<file path="src/rtl/div_pkg.sv">
// rtl/div_pkg.sv - shared encodings for the iterative divide/remainder unit
package div_pkg;

  localparam int DIV_WIDTH = 32;

  localparam logic [1:0] DIVOP_DIV  = 2'b00;
  localparam logic [1:0] DIVOP_DIVU = 2'b01;
  localparam logic [1:0] DIVOP_REM  = 2'b10;
  localparam logic [1:0] DIVOP_REMU = 2'b11;

  typedef enum logic [1:0] {
    ST_IDLE = 2'd0,
    ST_CALC = 2'd1,
    ST_FIX  = 2'd2
  } state_t;

endpackage

</file>
<file path="src/rtl/div_step.sv">
// rtl/div_step.sv - one combinational restoring-division iteration
module div_step #(
  parameter int WIDTH = 32
) (
  input  logic [WIDTH:0]   i_rem,
  input  logic [WIDTH-1:0] i_quot,
  input  logic [WIDTH-1:0] i_div,
  output logic [WIDTH:0]   o_rem,
  output logic [WIDTH-1:0] o_quot
);

  logic [WIDTH:0] w_shift;
  logic [WIDTH:0] w_div_ext;
  logic [WIDTH:0] w_trial;
  logic           w_fits;

  // The partial remainder is always below the divisor, so the shift never loses a set bit.
  assign w_shift   = (i_rem << 1) | {{WIDTH{1'b0}}, i_quot[WIDTH-1]};
  assign w_div_ext = {1'b0, i_div};
  assign w_trial   = w_shift - w_div_ext;
  assign w_fits    = (w_shift >= w_div_ext);

  assign o_rem  = w_fits ? w_trial : w_shift;
  assign o_quot = {i_quot[WIDTH-2:0], w_fits};

endmodule

</file>
<file path="src/rtl/div_unit.sv">
// rtl/div_unit.sv - RV32M DIV/DIVU/REM/REMU iterative unit
// Restoring division, one quotient bit per cycle, with sign fix-up and special cases.
module div_unit
  import div_pkg::*;
#(
  parameter int WIDTH = DIV_WIDTH
) (
  input  logic             clk,
  input  logic             rst,
  input  logic             Start,
  input  logic [WIDTH-1:0] A,
  input  logic [WIDTH-1:0] B,
  input  logic [1:0]       DivOp,
  output logic [WIDTH-1:0] Result,
  output logic             Busy,
  output logic             Done,
  output logic             DivByZero
);

  localparam int CNT_W = $clog2(WIDTH);
  localparam logic [WIDTH-1:0] MIN_NEG = {1'b1, {(WIDTH-1){1'b0}}};

  state_t           r_state;
  state_t           w_state_next;
  logic [WIDTH:0]   r_rem;
  logic [WIDTH-1:0] r_quot;
  logic [WIDTH-1:0] r_div;
  logic [CNT_W-1:0] r_cnt;
  logic [1:0]       r_op;
  logic             r_qsign;
  logic             r_rsign;
  logic             r_dz;
  logic [WIDTH-1:0] r_result;
  logic             r_done;
  logic             r_dz_out;

  logic             w_signed;
  logic             w_b_zero;
  logic             w_ovf;
  logic [WIDTH-1:0] w_abs_a;
  logic [WIDTH-1:0] w_abs_b;
  logic [WIDTH:0]   w_rem_next;
  logic [WIDTH-1:0] w_quot_next;
  logic [WIDTH-1:0] w_quot_fix;
  logic [WIDTH-1:0] w_rem_fix;

  assign w_signed = ~DivOp[0];
  assign w_abs_a  = (w_signed && A[WIDTH-1]) ? -A : A;
  assign w_abs_b  = (w_signed && B[WIDTH-1]) ? -B : B;
  assign w_b_zero = (B == '0);
  assign w_ovf    = w_signed && (A == MIN_NEG) && (B == '1);

  div_step #(.WIDTH(WIDTH)) u_step (
    .i_rem  (r_rem),
    .i_quot (r_quot),
    .i_div  (r_div),
    .o_rem  (w_rem_next),
    .o_quot (w_quot_next)
  );

  assign w_quot_fix = r_qsign ? -r_quot : r_quot;
  assign w_rem_fix  = r_rsign ? -r_rem[WIDTH-1:0] : r_rem[WIDTH-1:0];

  always_ff @(posedge clk) begin
    if (rst) r_state <= ST_IDLE;
    else     r_state <= w_state_next;
  end

  always_comb begin
    w_state_next = r_state;
    case (r_state)
      ST_IDLE: if (Start) w_state_next = (w_b_zero || w_ovf) ? ST_FIX : ST_CALC;
      ST_CALC: if (r_cnt == CNT_W'(WIDTH-1)) w_state_next = ST_FIX;
      ST_FIX:  w_state_next = ST_IDLE;
      default: w_state_next = ST_IDLE;
    endcase
  end

  always_ff @(posedge clk) begin
    if (rst) begin
      r_rem    <= '0;
      r_quot   <= '0;
      r_div    <= '0;
      r_cnt    <= '0;
      r_op     <= '0;
      r_qsign  <= 1'b0;
      r_rsign  <= 1'b0;
      r_dz     <= 1'b0;
      r_result <= '0;
      r_done   <= 1'b0;
      r_dz_out <= 1'b0;
    end else begin
      r_done <= 1'b0;
      case (r_state)
        ST_IDLE: if (Start) begin
          r_op  <= DivOp;
          r_cnt <= '0;
          r_div <= w_abs_b;
          r_dz  <= w_b_zero;
          // Special cases preload final unsigned values so FIX stays uniform.
          if (w_b_zero) begin
            r_quot  <= '1;
            r_rem   <= {1'b0, A};
            r_qsign <= 1'b0;
            r_rsign <= 1'b0;
          end else if (w_ovf) begin
            r_quot  <= MIN_NEG;
            r_rem   <= '0;
            r_qsign <= 1'b0;
            r_rsign <= 1'b0;
          end else begin
            r_quot  <= w_abs_a;
            r_rem   <= '0;
            r_qsign <= w_signed & (A[WIDTH-1] ^ B[WIDTH-1]);
            r_rsign <= w_signed & A[WIDTH-1];
          end
        end
        ST_CALC: begin
          r_rem  <= w_rem_next;
          r_quot <= w_quot_next;
          r_cnt  <= r_cnt + CNT_W'(1);
        end
        ST_FIX: begin
          r_result <= r_op[1] ? w_rem_fix : w_quot_fix;
          r_done   <= 1'b1;
          r_dz_out <= r_dz;
        end
        default: ;
      endcase
    end
  end

  assign Result    = r_result;
  assign Done      = r_done;
  assign DivByZero = r_dz_out;
  assign Busy      = (r_state != ST_IDLE);

endmodule

</file>
<file path="config.mk">
export PLATFORM = sky130hd
export DESIGN_NAME = div_unit
export DESIGN_NICKNAME = d
export VERILOG_FILES = /design/src/rtl/div_pkg.sv /design/src/rtl/div_step.sv /design/src/rtl/div_unit.sv
export SDC_FILE = /design/constraint.sdc
export NUM_CORES = 1
export LEC_CHECK = 0
export BUFFER_PORTS_ARGS = -buffer_cell sky130_fd_sc_hd__buf_2
export CELL_PAD_IN_SITES_DETAIL_PLACEMENT = 1
export CELL_PAD_IN_SITES_GLOBAL_PLACEMENT = 1
export CORE_MARGIN = 5
export CORE_UTILIZATION = 48
export DETAILED_ROUTE_END_ITERATION = 7
export PLACE_DENSITY_LB_ADDON = 0.2
export SETUP_SLACK_MARGIN = 0.02
export SYNTH_ARGS = -nofsm -noshare
export SYNTH_HDL_FRONTEND = slang
export SYNTH_SLANG_ARGS = --single-unit
</file>
<file path="constraint.sdc">
create_clock -name clk -period 6.3 [get_ports clk]
set_input_delay 0.315 -clock clk [delete_from_list [all_inputs] [get_ports clk]]
set_output_delay 0.315 -clock clk [all_outputs]
set_load 0.05 [all_outputs]
</file>
# Word level (Yosys, flattened, before mapping)
# Cells that the tools add are included.
word_totals:
  out_inout_bits: 35
  word_cells: 67
  ff_bits: 142
op_classes:
  mux: 24
  magnitude_cmp: 1
  n_reduce_logical: 12
  bitwise: 5
  n_addsub: 6
  n_eq_ne: 7
op_table:
  columns: ["op", "n"]
  rows:
  - ["32-bit two-way mux", 11]
  - ["32-bit negator", 4]
  - ["32-bit case mux with 2 select lines", 2]
  - ["32-bit equality test, second input constant", 2]
  - ["33-bit by 32-bit greater-or-equal comparator with 1-bit output", 1]
  - ["33-bit by 1-bit bitwise OR with 33-bit output", 1]
  - ["32-bit zero test", 1]
  - ["32-bit subtractor", 1]
  - ["5-bit case mux with 2 select lines", 1]
  - ["2-bit two-way mux", 3]
  - ["2-bit AND reduction", 3]
  - ["5-bit by 1-bit adder with 5-bit output, second input constant", 1]
  - ["5-bit equality test, second input constant", 1]
  - ["1-bit two-way mux", 5]
  - ["5-bit two-way mux", 1]
  - ["1-bit logical AND", 4]
  - ["2-bit != test, second input constant", 2]
  - ["2-bit case mux with 2 select lines", 1]
  - ["2-bit nonzero test", 2]
  - ["1-bit AND", 2]
  - ["2-bit by 1-bit equality test with 1-bit output, second input constant", 1]
  - ["2-bit equality test, second input constant", 1]
  - ["2-bit zero test", 1]
  - ["1-bit logical OR", 1]
  - ["other kinds (2)", 2]

# Logic depth before layout (Yosys ltp)
depth:
  word_depth: 7
  mapped_depth: 12

# Modules after synthesis
# Synthesis repeated with hierarchy kept, for this count alone.
unflattened:
  hier_cells: 1478
  area_unflattened_um2: 11277.1
modules_own_cells:
  columns: ["mod", "n_inst", "seq_area_each_um2", "area_per_inst_um2", "cells_per_inst"]
  rows:
  - ["div_unit", 1, 2842.7, 8603.3, 1094]
  - ["div_step", 1, 0.0, 2673.8, 384]

# Least setup slack after synthesis
# OpenSTA, ideal clock, no wires.
synth_timing:
  path_type: "register to register"
  from: "register r_quot[31]"
  to: "register r_rem[30]"
  setup_slack_ns: 3.396
  arrival_ns: 2.834
  stages_incl_launch_ff: 13
  t_required_ns: 6.230
  path_buffers: 0
  cell_sequence: "dfxtp_1 inv_1 ha_1 inv_1 fa_1 a21oi_1 o22ai_1 o21a_1 a211o_1 a2111oi_0 nor3_1 or3b_2 a21oi_1"
synth_between:
  elab_chain_cells: 4
  word_cells_on_any_way: 5
  cone_classes: "1 x add/sub; 1 x order compare; 2 x mux; 1 x bitwise"
synth_rtl:
  columns: ["element", "line_no", "text"]
  rows:
  - ["from (decl)", "div_unit.sv:26", "logic [WIDTH-1:0] r_quot;"]
  - ["from (signal assigned)", "div_unit.sv:112", "r_quot <= w_abs_a;"]
  - ["from (signal assigned)", "div_unit.sv:120", "r_quot <= w_quot_next;"]
  - ["33-bit by 1-bit bitwise OR with 33-bit output *", "div_step.sv:18", "assign w_shift = (i_rem << 1) | {{WIDTH{1'b0}}, i_quot[WIDTH-1]};"]
  - ["32-bit subtractor / 33-bit by 32-bit greater-or-equal comparator with 1-bit output (equally long branches)", "div_step.sv:20, div_step.sv:21", null]
  - ["32-bit two-way mux *", "div_step.sv:23", "assign o_rem = w_fits ? w_trial : w_shift;"]
  - ["32-bit case mux with 2 select lines *", "div_unit.sv:94", "case (r_state)"]
  - ["to (signal assigned)", "div_unit.sv:103", "r_rem <= {1'b0, A};"]
  - ["to (signal assigned)", "div_unit.sv:119", "r_rem <= w_rem_next;"]
  - ["to (decl)", "div_unit.sv:25", "logic [WIDTH:0] r_rem;"]
# Every way passes the cells marked *; elsewhere a longest branch is shown, timed or not.
# A chain may end at the register's enable or synchronous reset.

# Final worst setup path
layout_timing:
  from: "register r_rem[23]"
  to: "register r_rem[28]"
layout_between:
  elab_chain_cells: 4
  word_cells_on_any_way: 5
  cone_classes: "1 x add/sub; 1 x order compare; 2 x mux; 1 x bitwise"
layout_rtl:
  columns: ["element", "line_no"]
  rows:
  - ["33-bit by 1-bit bitwise OR with 33-bit output *", "div_step.sv:18"]
  - ["32-bit subtractor / 33-bit by 32-bit greater-or-equal comparator with 1-bit output (equally long branches)", "div_step.sv:20, div_step.sv:21"]
  - ["32-bit two-way mux *", "div_step.sv:23"]
  - ["32-bit case mux with 2 select lines *", "div_unit.sv:94"]
# Marks and branches as above.

==> reports/qor.yml <==
outcome: "finished, final reports clean"
yosysWarnings: 0
globalplace.congestion: 0.924
setup_viol: 0
design_area_mm2: 0.0121
reg2reg_from: "r_rem[23]"
fillers: 2884
dp_hpwl_mm: 28.4
numCtsBuffers: 17
syn_area_per_cell_um2: 7.40
start_util_pct: 48.3
slowest_stage: "nor4_1"
critPathKind: "reg -> reg"
dr.pass1.iters: 5
path_max_fanout: 26
hold_depth: 3
gr-total-overflow: 0
grt_pass1_wl_mm: 61.1
final_cell_mix: "nor2_1 (148), nand2_1 (141), a21oi_1 (141)"
final_common_cell: "nor2_1"
path_buf_inv: 2
hold_buffers: 0
synth_seq_cells: 141
slew_headroom_pct: 20.8
slowest_delay_ns: 0.59
final-hold-violation-count: 0
synth_flop_cell: "dfxtp_1"
path_cells: "ha_1 > nand3_1 > nor4_1 > and3_1 > a41oi_1 > o2111ai_1 > buf_4 > and2_1 > buf_4 > a31oi_1 > a2111oi_0"
core_mm2: 0.0225
netlist_area_mm2: 0.0109
dpl_cell_area_mm2: 0.0115
vias: 11400
tightest_slew_ns: 1.19
min_period_over_period_pct: 58.3
hold_end: "r_op[1]"
leakage_nw: 4.69
cts_resized: 0
clock_path_buffers: 2
critPathLaunchType: "flop"
slew_violations: 0
grt_max_degree: 70
setup-tns-final_ns: 0
htree_levels: 4
die_width_um: 160
crit_arrival_ns: 3.99
period_minus_slack_ns: 3.67
vdd_drop_max_uv: 144
drc: 0
async_reset_ff_share_pct: 0
synthesis.nets: 1578
dieArea_mm2: 0.0258
layout-drive-gt1-share_pct: 12.4
cts_tree: "done"
ys_seq_area_share_pct: 26.0
reg2reg_to: "r_rem[28]"
worstPathRequired_ns: 6.61
fmax_ghz: 0.272
ant_nets: 0
track_usage_pct: 29.0
cpMostUsedCell: "buf_4"
rr_worst_depth: 11
vias_per_cell: 6.28
first_global_vias: 11300
post_drt_wl_per_cell_um: 21.2
fin_hold_ws_ns: 0.138
cellPowerDensity_mw_per_mm2: 306
drt_iter0_drc: 768
io_pins: 104
antenna_found_initial: 1
io_buffers: 103
syn_inst: 1469
clk_latency_ns: 0.43
cts_sinks: 141
skew_ns: 0.00873
end_kind: "flop"
rsz0062_at_grt: "no"
reg2reg_slack_ns: 2.63
holdCritStartpoint: "DivOp[1]"
layout.cells.non_filler: 1808
total_power_mw: 3.70
dieHeight_um: 160
cap_violations: 0
finalWirelength_mm: 38.3
rows: 55
hold_path.class: "in -> reg"
path_delay_family: "simple AND/OR/NAND/NOR gates"
cts-root-buf: "clkbuf_16"
cts.clk_slew.worst_paths_ns: 0.07
post_cts_buffers: 0
nets: 1618
synthToLayoutAreaGrowth_pct: 11.5
dp_cells: 1775
ys_types: 76
synth-edff-count: 0
report_power, final:
group | switching [mW] | leakage, nW | internal, mW
Sequential | 0.122 | 1.16 | 0.973
Clock | 0.459 | 0.291 | 0.599
Combinational | 0.993 | 3.24 | 0.559
Total | 1.57 | 4.69 | 2.13
through the flow:
stage / utilization, % / worst slack, ns
2_1_floorplan: - / 3.40
3_3_place_gp: 51.2 / 2.80
3_5_place_dp: 51.2 / 2.70
4_1_cts: 53.8 / 2.67
5_1_grt: 53.8 / 2.29
6_report: 53.9 / 2.63
layer usage:
metal | track usage, % | routed length, um
met5 | 0 | 0
met4 | 9.35 | 932
met3 | 2.77 | 1880
met2 | 49.2 | 18300
met1 | 39.0 | 17200
cell families (layout without fill, tap and decap cells):
family	Yosys count	in the layout	synth area share, %
flops	141	141	26.0
simple gates	497	497	22.3
mux	5	5	0.460
other cells	0	1	0
buf+inv	153	206	5.43
fa+ha+maj	40	40	4.67
compound gates	495	495	30.1
xor+xnor	138	138	11.1
Yosys cell counts, drive strengths merged (8+ instances only):
| library cell | instances | share of area (%) |
|---|---|---|
| nor3 | 36 | 1.7 |
| a221oi | 13 | 1.0 |
| nand2b | 11 | 0.63 |
| nand2 | 141 | 4.9 |
| inv | 54 | 1.9 |
| xnor2 | 70 | 5.6 |
| a31oi | 22 | 1.3 |
| o21ai | 94 | 4.4 |
| o21a | 13 | 0.90 |
| dfxtp | 141 | 26 |
| a21oi | 141 | 6.5 |
| o211ai | 23 | 1.6 |
| buf | 17 | 0.74 |
| xor2 | 68 | 5.5 |
| a211oi | 63 | 4.4 |
| and3 | 10 | 0.58 |
| a21o | 15 | 1.0 |
| ha | 39 | 4.5 |
| a22oi | 11 | 0.76 |
| nand3b | 8 | 0.55 |
| or4 | 14 | 1.1 |
| nor4 | 19 | 1.3 |
| o221ai | 8 | 0.64 |
| clkbuf | 81 | 2.8 |
| nand4 | 23 | 1.3 |
| o31ai | 21 | 1.7 |
| nor2b | 9 | 0.52 |
| nor2 | 150 | 5.2 |
| or3 | 19 | 1.1 |
| o41ai | 14 | 1.3 |
| nand3 | 27 | 1.2 |
worst reg2reg max path, delay by kind of cell (launching register included):
kind                       cells  cell delay (ns)
buffers and inverters          2             0.67
AOI/OAI and AO/OA              4             0.74
DFF                            1             0.41
and+or+nand+nor                4             1.31
adders and majority gates      1             0.43
final cells by class:
class / instances / area (um^2) / share of cell area, %
antenna: 1 / 2.50 / 0.0206
clock buffer: 17 / 425 / 3.51
multi-input combinational: 1175 / 7490 / 61.8
inverter: 55 / 206 / 1.70
tap: 285 / 357 / 2.94
timing repair buffer: 119 / 638 / 5.27
sequential: 141 / 2820 / 23.3
clock inverter: 15 / 179 / 1.48
registers in the layout (all words and copies together) (netlist names):
| register | count |
|---|---|
| DivByZero | 1 |
| Done | 1 |
| Result | 32 |
| r_cnt | 5 |
| r_div | 32 |
| r_dz | 1 |
| r_op | 1 |
| r_qsign | 1 |
| r_quot | 32 |
| r_rem | 32 |
| r_rsign | 1 |
| r_state | 2 |
how the worst max path moves through the flow:
| stage | from | end | slack, ns | cells after the start |
|---|---|---|---|---|
| 2_1_floorplan | r_quot[31] | r_rem[30] | 3.40 | 12 |
| 3_3_place_gp | r_rem[23] | r_rem[28] | 2.80 | 11 |
| 3_5_place_dp | r_rem[23] | r_rem[28] | 2.70 | 11 |
| 4_1_cts | r_rem[23] | r_rem[28] | 2.67 | 11 |
| 5_1_grt | r_rem[23] | r_rem[28] | 2.29 | 11 |
| 6_report | r_rem[23] | r_rem[28] | 2.63 | 11 |
(Power assumes the default switching activity.)
